`config.mk`:
```
export PLATFORM = sky130hd
export DESIGN_NAME = request_latch_x4
export DESIGN_NICKNAME = d
export VERILOG_FILES = /design/src/rtl/request_latch_x4.sv
export SDC_FILE = /design/constraint.sdc
export NUM_CORES = 1
export LEC_CHECK = 0
export ABC_AREA = 1
export CAP_MARGIN = 20
export CORE_UTILIZATION = 40
export CTS_BUF_LIST = sky130_fd_sc_hd__clkbuf_16
export DETAILED_ROUTE_END_ITERATION = 8
export PLACE_DENSITY = 0.68
export SYNTH_ARGS = -nofsm -noshare
export SYNTH_HDL_FRONTEND = slang
export SYNTH_SLANG_ARGS = --single-unit
export TNS_END_PERCENT = 30
```
`constraint.sdc`:
```
create_clock -name clk -period 0.8 [get_ports clk]
set_input_delay 0.16 -clock clk [delete_from_list [all_inputs] [get_ports clk]]
set_output_delay 0.16 -clock clk [all_outputs]
set_load 0.02 [all_outputs]
```
`src/rtl/request_latch_x4.sv`:
```
// request_latch_x4: four-channel asynchronous request latch.
// Each raw request line is synchronized, optionally debounced, and edge
// detected. Every rising edge latches one pending request that the consumer
// acknowledges by index. A request that arrives while its channel is still
// pending, and is not being acknowledged in that cycle, raises a sticky
// overrun flag.
// Optional feature: define REQUEST_LATCH_DEBOUNCE_EN to add a per-channel
// stability filter between the synchronizer and the edge detector.
module request_latch_x4 #(
  parameter int SYNC_STAGES     = 2,
  parameter int DEBOUNCE_CYCLES = 3
) (
  input  logic       clk,
  input  logic       reset,
  input  logic [3:0] req_in,
  input  logic       ack,
  input  logic [1:0] ack_idx,
  input  logic       ovr_clr,
  output logic [3:0] x,
  output logic [3:0] overrun
);

  // Reject out-of-range configurations at elaboration time.
  if ((SYNC_STAGES < 2) || (SYNC_STAGES > 4)) begin : g_bad_sync_stages
    $error("request_latch_x4: SYNC_STAGES must be in 2..4");
  end
  if ((DEBOUNCE_CYCLES < 1) || (DEBOUNCE_CYCLES > 15)) begin : g_bad_debounce
    $error("request_latch_x4: DEBOUNCE_CYCLES must be in 1..15");
  end

  // Synchronizer chain; index 0 samples the raw pins.
  logic [3:0] sync_q [SYNC_STAGES];
  logic [3:0] sync_last;
  logic [3:0] edge_src;

  logic [3:0] prev_q;
  logic [3:0] rise;
  logic [3:0] ack_dec;
  logic [3:0] ack_hit;
  logic [3:0] ovr_evt;

  logic [3:0] pending_q;
  logic [3:0] pending_d;
  logic [3:0] overrun_q;
  logic [3:0] overrun_d;

  // Shift raw requests through the synchronizer flops.
  always_ff @(posedge clk or posedge reset) begin
    if (reset) begin
      for (int s = 0; s < SYNC_STAGES; s++) begin
        sync_q[s] <= 4'b0000;
      end
    end else begin
      sync_q[0] <= req_in;
      for (int s = 1; s < SYNC_STAGES; s++) begin
        sync_q[s] <= sync_q[s-1];
      end
    end
  end

  assign sync_last = sync_q[SYNC_STAGES-1];

`ifdef REQUEST_LATCH_DEBOUNCE_EN
  // The filter output only follows the synchronized line after it has
  // disagreed for DEBOUNCE_CYCLES consecutive cycles; the counter value
  // DB_LAST marks the cycle in which that run completes.
  localparam logic [3:0] DB_LAST = 4'(DEBOUNCE_CYCLES - 1);

  logic [3:0]       filt_q;
  logic [3:0]       filt_d;
  logic [3:0][3:0]  cnt_q;
  logic [3:0][3:0]  cnt_d;

  // Per-channel stability counter and filtered level update.
  always_comb begin
    filt_d = filt_q;
    cnt_d  = cnt_q;
    for (int i = 0; i < 4; i++) begin
      if (sync_last[i] != filt_q[i]) begin
        if (cnt_q[i] == DB_LAST) begin
          filt_d[i] = sync_last[i];
          cnt_d[i]  = 4'd0;
        end else begin
          cnt_d[i]  = cnt_q[i] + 4'd1;
        end
      end else begin
        cnt_d[i] = 4'd0;
      end
    end
  end

  // Filter state registers.
  always_ff @(posedge clk or posedge reset) begin
    if (reset) begin
      filt_q <= 4'b0000;
      cnt_q  <= '{4{4'd0}};
    end else begin
      filt_q <= filt_d;
      cnt_q  <= cnt_d;
    end
  end

  assign edge_src = filt_q;
`else
  assign edge_src = sync_last;
`endif

  // Remember the previous edge-detector input level.
  always_ff @(posedge clk or posedge reset) begin
    if (reset) begin
      prev_q <= 4'b0000;
    end else begin
      prev_q <= edge_src;
    end
  end

  assign rise = edge_src & ~prev_q;

  // Decode the acknowledge index into a one-hot channel select.
  always_comb begin
    ack_dec = 4'b0000;
    if (ack) begin
      case (ack_idx)
        2'd0:    ack_dec = 4'b0001;
        2'd1:    ack_dec = 4'b0010;
        2'd2:    ack_dec = 4'b0100;
        2'd3:    ack_dec = 4'b1000;
        default: ack_dec = 4'b0000;
      endcase
    end else begin
      ack_dec = 4'b0000;
    end
  end

  // An ack only matters for a channel that actually holds a request.
  assign ack_hit = ack_dec & pending_q;

  // Overrun: a new edge lands on a still-pending channel that is not being
  // acknowledged this cycle. A same-cycle ack simply hands the slot over.
  assign ovr_evt = rise & pending_q & ~ack_dec;

  // Pending set/clear: a new rise takes precedence over a same-cycle ack.
  always_comb begin
    pending_d = pending_q;
    pending_d = rise | (pending_q & ~ack_hit);
  end

  // Sticky overrun flags; a fresh event beats a simultaneous clear.
  always_comb begin
    overrun_d = overrun_q;
    if (ovr_clr) begin
      overrun_d = ovr_evt;
    end else begin
      overrun_d = overrun_q | ovr_evt;
    end
  end

  // Pending and overrun state registers.
  always_ff @(posedge clk or posedge reset) begin
    if (reset) begin
      pending_q <= 4'b0000;
      overrun_q <= 4'b0000;
    end else begin
      pending_q <= pending_d;
      overrun_q <= overrun_d;
    end
  end

  assign x       = pending_q;
  assign overrun = overrun_q;

endmodule
```
# == After elaboration in Yosys (flattened, before gate mapping) ==
# Index checks and enable logic that the tools add are counted.
# totals
reg_bits,20
input_bits,10
output_inout_bits,8
word_cells,22
# op_classes
n_eq_ne,3
n_mux,3
n_bitwise,10
reduce_logical,1
# op_table
cell,count
4-bit bitwise AND,5
4-bit case mux with 4 select lines,1
4-bit NOT,3
4-bit two-way mux,2
4-bit OR,2
2-bit equality test (second input constant),2
2-bit by 1-bit equality test with 1-bit output (second input constant),1
2-bit zero test,1

# == Longest topological paths before layout ==
# Gate-level depths: netlist of run 1.
# depth
word_depth,7
mapped_depth,5
depth_no_buf,5

# == Worst setup path before layout of run 1 ==
# Ideal clock, no wire load.
# synth_path
path_kind,register -> register
startpoint,register pending_q[1] (netlist: x[1])
endpoint,register overrun_q[1] (netlist: overrun[1])
setup_ps,117
arrival_ps,632
required_ps,683
slack_ps,52
stages_incl_launch_ff,5
path_buffers,0
period_less_slack_ps,748
path_cell_list,dfrtp_1 inv_1 nor2_1 nand2_1 nand2_1
# synth_via
elab_chain_cells,4
# synth_rtl
item,line,rtl
"start, declared",42,logic [3:0] pending_q;
"start signal, assigned",164,pending_q <= pending_d;
4-bit bitwise AND (*) (2 in series),140,assign ovr_evt = rise & pending_q & ~ack_dec;
4-bit OR,154,overrun_d = overrun_q | ovr_evt;
4-bit two-way mux (*),151,if (ovr_clr) begin
net overrun_d[1],45,logic [3:0] overrun_d;
"end signal, assigned",165,overrun_q <= overrun_d;
"end, declared",44,logic [3:0] overrun_q;
# The timed path passes the listed nets; every way through them passes the cells marked *.

# == Final worst setup path of run 1 ==
# layout_path
startpoint,register pending_q[1] (netlist: x[1])
endpoint,output port x[1]
# layout_lines
item,line,rtl
"end, declared",19,"output logic [3:0] x,"
# No word-level cell between the ends.

==> results of run 1 <==
-- cells by family (layout without fill, tap and decap cells) --
family	count (synthesis)	count (layout)	synth area share
simple gates	30	30	0.179
compound gates	1	1	0.00751
buf+inv	11	36	0.0620
flops	20	20	0.752
-- flip-flops by register name, indices dropped and copies added, names as in the netlist --
register  count
sync_q        4
x             4
prev_q        4
edge_src      4
overrun       4
-- path summary, 6_finish.rpt --
kind                               end  startpoint
max                               x[1]        x[1]
max reg2reg                 overrun[0]        x[0]
min                          sync_q[6]       reset
min in group clk           edge_src[0]   sync_q[4]
max in group asynchronous    prev_q[0]       reset
min reg2reg                edge_src[0]   sync_q[4]
-- cells in the final DEF (no fill, tap or decap) --
master	synthesis	routed
buf_12	0	1
buf_2	0	3
buf_4	0	4
buf_6	0	5
clkbuf_16	0	3
clkdlybuf4s50_1	0	6
dfrtp_1	20	20
dlygate4sd2_1	0	3
inv_1	11	11
nand2_1	21	21
nand3_1	5	5
nor2_1	4	4
o21ai_1	1	1
-- cell type report --
| cell class | count | area share |
|---|---|---|
| Inverter | 11 | 0.0426 |
| Sequential cell | 20 | 0.517 |
| Multi-Input combinational cell | 31 | 0.128 |
| Tap cell | 16 | 0.0207 |
| Clock buffer | 3 | 0.0775 |
| Timing Repair Buffer | 22 | 0.214 |
-- power by group through the flow --
stage | sequential, mW | clock, mW | combinational, mW
floorplan | 1.20 | 0 | 0.0807
global placement | 1.14 | 0 | 0.329
detailed placement | 1.14 | 0 | 0.335
CTS | 1.13 | 0.996 | 0.308
global route | 1.14 | 1.05 | 0.361
finish | 1.13 | 0.975 | 0.325
-- routing by layer --
metal / share of wire / track usage
met1: 0.40 / 0.171
met2: 0.53 / 0.276
met3: 0.058 / 0.0511
met4: 0.0072 / 0.0938
met5: 0 / 0
-- stage by stage --
stage	TNS [ns]	cell area (µm²)	hold slack, ns	setup WS [ns]
after floorplan	0	666	0.124	0.0516
after global placement	-4.11	898	0.332	-0.298
after detailed placement	-4.28	898	0.335	-0.303
after CTS	-1.08	948	0.236	-0.142
after global routing	-1.36	968	0.275	-0.163
final	-1.01	968	0.229	-0.138
-- timing repair --
action / 4_1_cts / 5_1_grt
pin swaps: 0 / 0
buffers inserted: 0 / 1
setup endpoints to repair: 11 / 11
gates resized for setup: 41 / 4
==> flow_summary.json, run 1 <==
{
  "ys_ff_latch": 20,
  "areaGrowthSynthToFinish_pct": 45.5,
  "required_ns": 0.64,
  "firstDrtPassIters": 2,
  "syn_area_per_cell_um2": 10.7,
  "clkTransAtPathRegs_ns": 0.05,
  "fin_cells": 103,
  "violations": "negative setup slack",
  "finalCritPeriodShare": 1.17,
  "die_y_um": 42.8,
  "die_w_um": 42.8,
  "grt_max_degree": 21,
  "seqPwrFrac": 0.465,
  "fill_cells": 126,
  "synth-main-ff-cell": "dfrtp_1",
  "ys_types": 6,
  "synth_most_common_cell": "nand2_1",
  "grt_pass1_vias": 487,
  "cts_root_buf": "clkbuf_16",
  "worstSetupPathType": "flip-flop to output port",
  "dp_cells": 99,
  "drt-vias-per-instance": 4.52,
  "cap_violations": 0,
  "initial_core_util": 0.437,
  "via_count": 466,
  "setup_slack_ns": -0.138,
  "clock.fmax_mhz": 1070,
  "p_int_mw": 1.91,
  "async_flop_share": 1.00,
  "ant_nets": 0,
  "crit_chain": "buf_6",
  "max_stage_delay_ns": 0.39,
  "cp-end-kind": "output port",
  "antenna_found_initial": 0,
  "wl_per_cell_um": 10.7,
  "num_io_pins": 18,
  "drv_slew": 0,
  "routed_wl_um": 1100,
  "drive_gt1_frac": 0.184,
  "worstSetupStartpointType": "flip-flop",
  "multi_input_area_um2": 124,
  "arrival_ns": 0.78,
  "synthTopCellsByCount": "nand2_1, dfrtp_1, inv_1",
  "p_clk_frac": 0.402,
  "cp_slowest_cell": "dfrtp_1",
  "grt_first_pass_wirelength_um": 2040,
  "p_sw_frac": 0.214,
  "design.core.area_mm2": 0.00152,
  "clock_sinks": 20,
  "period_minus_slack_ns": 0.938,
  "status": "complete, but fails checks",
  "port_buffers": 17,
  "hold_path.class": "primary input to async pin",
  "reg2reg_slack_ns": -0.01,
  "tightest_slew_ns": 0.144,
  "yosysWarnings": 0,
  "die_area_mm2": 0.00183,
  "rr_worst_depth": 5,
  "synth_nets": 72,
  "yosysTopAreaCell": "dfrtp_1",
  "cts_tree": "built",
  "track_usage": 0.161,
  "crit_family": "flip-flops",
  "setup_violations": 9,
  "worstSkewPairLatency_ns": 0.24,
  "cts_htree_levels": 1,
  "crit_path_max_fanout": 3,
  "diodes": 0,
  "drc": 0,
  "rsz0062_at_grt": "true",
  "hpwl_um": 738,
  "finalHoldViolCount": 0,
  "syn_area_um2": 666,
  "synth_edf_count": 0,
  "fin_util": 0.635,
  "grt-ovfl-total": 0,
  "crit_buf_inv": 1,
  "cts_buffers": 3,
  "synthCells": 62,
  "ys_seq_area_frac": 0.752,
  "place.gp.congestion": 0.748,
  "hold_buffers": 0,
  "drt-initial-drc-count": 1,
  "ys_top_cells_by_area": "dfrtp_1, nand2_1, inv_1",
  "synth_top_cell_area_share": 0.752,
  "nNetsFinal": 99,
  "fin_skew_ns": 0.00184,
  "p_comb_frac": 0.134,
  "p_sw_mw": 0.519,
  "rows": 14,
  "path_depth": 1,
  "cts_max_path_buffers": 2,
  "regArea_um2": 500,
  "power_density_mw_per_mm2": 2510,
  "power_mw": 2.43,
  "peakVddDrop_uv": 1450,
  "slew-limit-headroom": 0.904,
  "leakage_nw": 0.527
}
Note: power is estimated with default switching activity, not from simulation.
==> inputs of run 2 (changes only) <==
--- a/config.mk
+++ b/config.mk
@@ -6,7 +6,7 @@
 export NUM_CORES = 1
 export LEC_CHECK = 0
 export ABC_AREA = 1
-export CAP_MARGIN = 20
+export CAP_MARGIN = 25
 export CORE_UTILIZATION = 40
 export CTS_BUF_LIST = sky130_fd_sc_hd__clkbuf_16
 export DETAILED_ROUTE_END_ITERATION = 8
==> results of run 2 <==
Same layout as run 1: the final DEF is identical, and so are final timing and power.
==> inputs of run 3 (changes only) <==
--- a/config.mk
+++ b/config.mk
@@ -6,7 +6,8 @@
 export NUM_CORES = 1
 export LEC_CHECK = 0
 export ABC_AREA = 1
-export CAP_MARGIN = 25
+export CAP_MARGIN = 30
+export CORE_MARGIN = 2
 export CORE_UTILIZATION = 40
 export CTS_BUF_LIST = sky130_fd_sc_hd__clkbuf_16
 export DETAILED_ROUTE_END_ITERATION = 8
==> run 3 against run 2 <==
  * Register-to-register slack lost 0.02 ns
  * Combinational power grew 10%
  * Largest cell class unchanged
  * Critical path depth is the same
  * Core utilization grew 1.7 points
  * Worst hold slack gained 0.0015 ns
  * The run still ends with negative setup slack left
  * Highest routed layer unchanged
  * Die area grew 9.6%
  * Clock power grew 2%
  * Global-route usage shrank 3.5 points
==> flow_summary.json, run 3 (synthesis gave the netlist of run 1 again) <==
{
  "rr_worst_depth": 5,
  "cp-end-kind": "output port",
  "setup_violations": 13,
  "fin_skew_ns": 0.00271,
  "ant_nets": 0,
  "crit_buf_inv": 1,
  "die_area_mm2": 0.00201,
  "finalHoldViolCount": 0,
  "antenna_found_initial": 0,
  "peakVddDrop_uv": 2700,
  "period_minus_slack_ns": 0.929,
  "die_y_um": 44.8,
  "dpl-instance-area_um2": 898,
  "firstDrtPassIters": 3,
  "cts_htree_levels": 1,
  "worstSetupStartpointType": "flip-flop",
  "num_io_pins": 18,
  "clkTransAtPathRegs_ns": 0.05,
  "arrival_ns": 0.77,
  "endpoint": "x[2]",
  "rsz0062_at_grt": "true",
  "drv_slew": 0,
  "track_usage": 0.126,
  "design.core.area_mm2": 0.00154,
  "crit_family": "flip-flops",
  "clock_sinks": 20,
  "diodes": 0,
  "met2_usage": 0.220,
  "power_density_mw_per_mm2": 2470,
  "required_ns": 0.64,
  "cts_tree": "built",
  "grt-ovfl-total": 0,
  "hold_buffers": 0,
  "die_w_um": 44.8,
  "grt_max_degree": 21,
  "setup_slack_ns": -0.129,
  "crit_path_max_fanout": 2,
  "grtUsageMet3": 0.0480,
  "hold_path.class": "primary input to async pin",
  "hold_slack_ns": 0.230,
  "initial_core_util": 0.432,
  "nNetsFinal": 101,
  "tightest_slew_ns": 0.148,
  "grt_first_pass_wirelength_um": 1790,
  "drt-vias-per-instance": 4.60,
  "dp_worst_setup_slack_ns": -0.320,
  "violations": "negative setup slack",
  "cts_root_buf": "clkbuf_16",
  "grt_use_met1": 0.136,
  "routed_wl_um": 1130,
  "path_depth": 1,
  "grt-busiest-layer": "met2",
  "slew-limit-headroom": 0.901,
  "finalCritPeriodShare": 1.16,
  "drc": 0,
  "final_cell_mix": "nand2_1, dfrtp_1, inv_1, clkdlybuf4s50_1, buf_6",
  "final_common_cell": "nand2_1",
  "leakage_nw": 0.557,
  "fin_area_mm2": 0.00101,
  "place.gp.congestion": 0.685,
  "drive_gt1_frac": 0.200,
  "clock.fmax_mhz": 1080,
  "setup.worst_path.start": "x[2]",
  "port_buffers": 17,
  "worstSetupPathType": "flip-flop to output port",
  "cts_buffers": 3,
  "worstSkewPairLatency_ns": 0.25,
  "fill_cells": 115,
  "reg2reg_slack_ns": -0.03,
  "hpwl_um": 772,
  "via_count": 488,
  "cap_violations": 0,
  "cp_slowest_cell": "dfrtp_1",
  "r2r_start": "x[2]",
  "areaGrowthSynthToFinish_pct": 51.1,
  "grt_pass1_vias": 468,
  "rows": 14,
  "multi_input_area_um2": 124,
  "cts_max_path_buffers": 2,
  "status": "complete, but fails checks",
  "crit_chain": "buf_6",
  "max_stage_delay_ns": 0.39,
  "r2r_end": "overrun[2]",
  "drt-initial-drc-count": 4,
  "wl_per_cell_um": 10.6,
  "regArea_um2": 500
}
-- run 3: cell count changes in the layout (fill, tap and decap cells not counted), sizes merged --
cell,delta
clkdlybuf4s50,+1
dlymetal6s2s,+2
buf,+2
dlygate4sd2,-3
clkinv,+1
-- run 3: worst min path at each step --
stage | startpoint | end | slack, ns | depth (start not counted)
5_1_grt | reset | sync_q[6] | 0.25 | 3
3_3_place_gp | sync_q[7] | edge_src[3] | 0.33 | 0
2_1_floorplan | reset | edge_src[0] | 0.12 | 1
6_report | reset | sync_q[6] | 0.23 | 3
3_5_place_dp | sync_q[4] | edge_src[0] | 0.33 | 0
4_1_cts | reset | sync_q[6] | 0.24 | 3
-- run 3: area by class of cell --
type	count	share of cell area
Inverter	11	0.0410
Sequential cell	20	0.498
Tap cell	16	0.0199
Multi-Input combinational cell	31	0.123
Timing Repair Buffer	24	0.240
Clock inverter	1	0.00373
Clock buffer	3	0.0746
-- run 3: worst min-delay path, stage by stage --
cell,delay (ns)
clkdlybuf4s50_1,0.40
inv_1,0.09
buf_12,0.17
-- run 3: per-layer routing --
layer / share of wire / vias up / wire [µm]
met5: 0 / - / 0
met4: 0.012 / 0 / 14
met3: 0.050 / 2 / 56
met2: 0.51 / 13 / 580
met1: 0.42 / 235 / 475
li1: - / 238 / -
-- run 3: where the power goes --
group / switching [mW] / internal [mW] / total (mW)
Combinational: 0.168 / 0.191 / 0.359
Clock: 0.330 / 0.664 / 0.994
Sequential: 0.0392 / 1.09 / 1.13
Total: 0.538 / 1.94 / 2.48
-- run 3: timing repair --
action                     in CTS  in global routing
pin swaps                       1                  0
gates resized for setup        41                  6
cloned                          0                  0
buffers inserted                3                  0
setup endpoints to repair      10                 16
-- run 3: metrics by stage --
step | util | std cells | total power [mW] | setup TNS (ns)
after floorplan | - | 62 | 1.28 | 0
after global placement | 0.583 | 99 | 1.47 | -4.13
after detailed placement | 0.583 | 99 | 1.47 | -4.32
after CTS | 0.641 | 106 | 2.49 | -1.10
after global routing | 0.653 | 106 | 2.59 | -1.48
final | 0.653 | 106 | 2.48 | -1.08
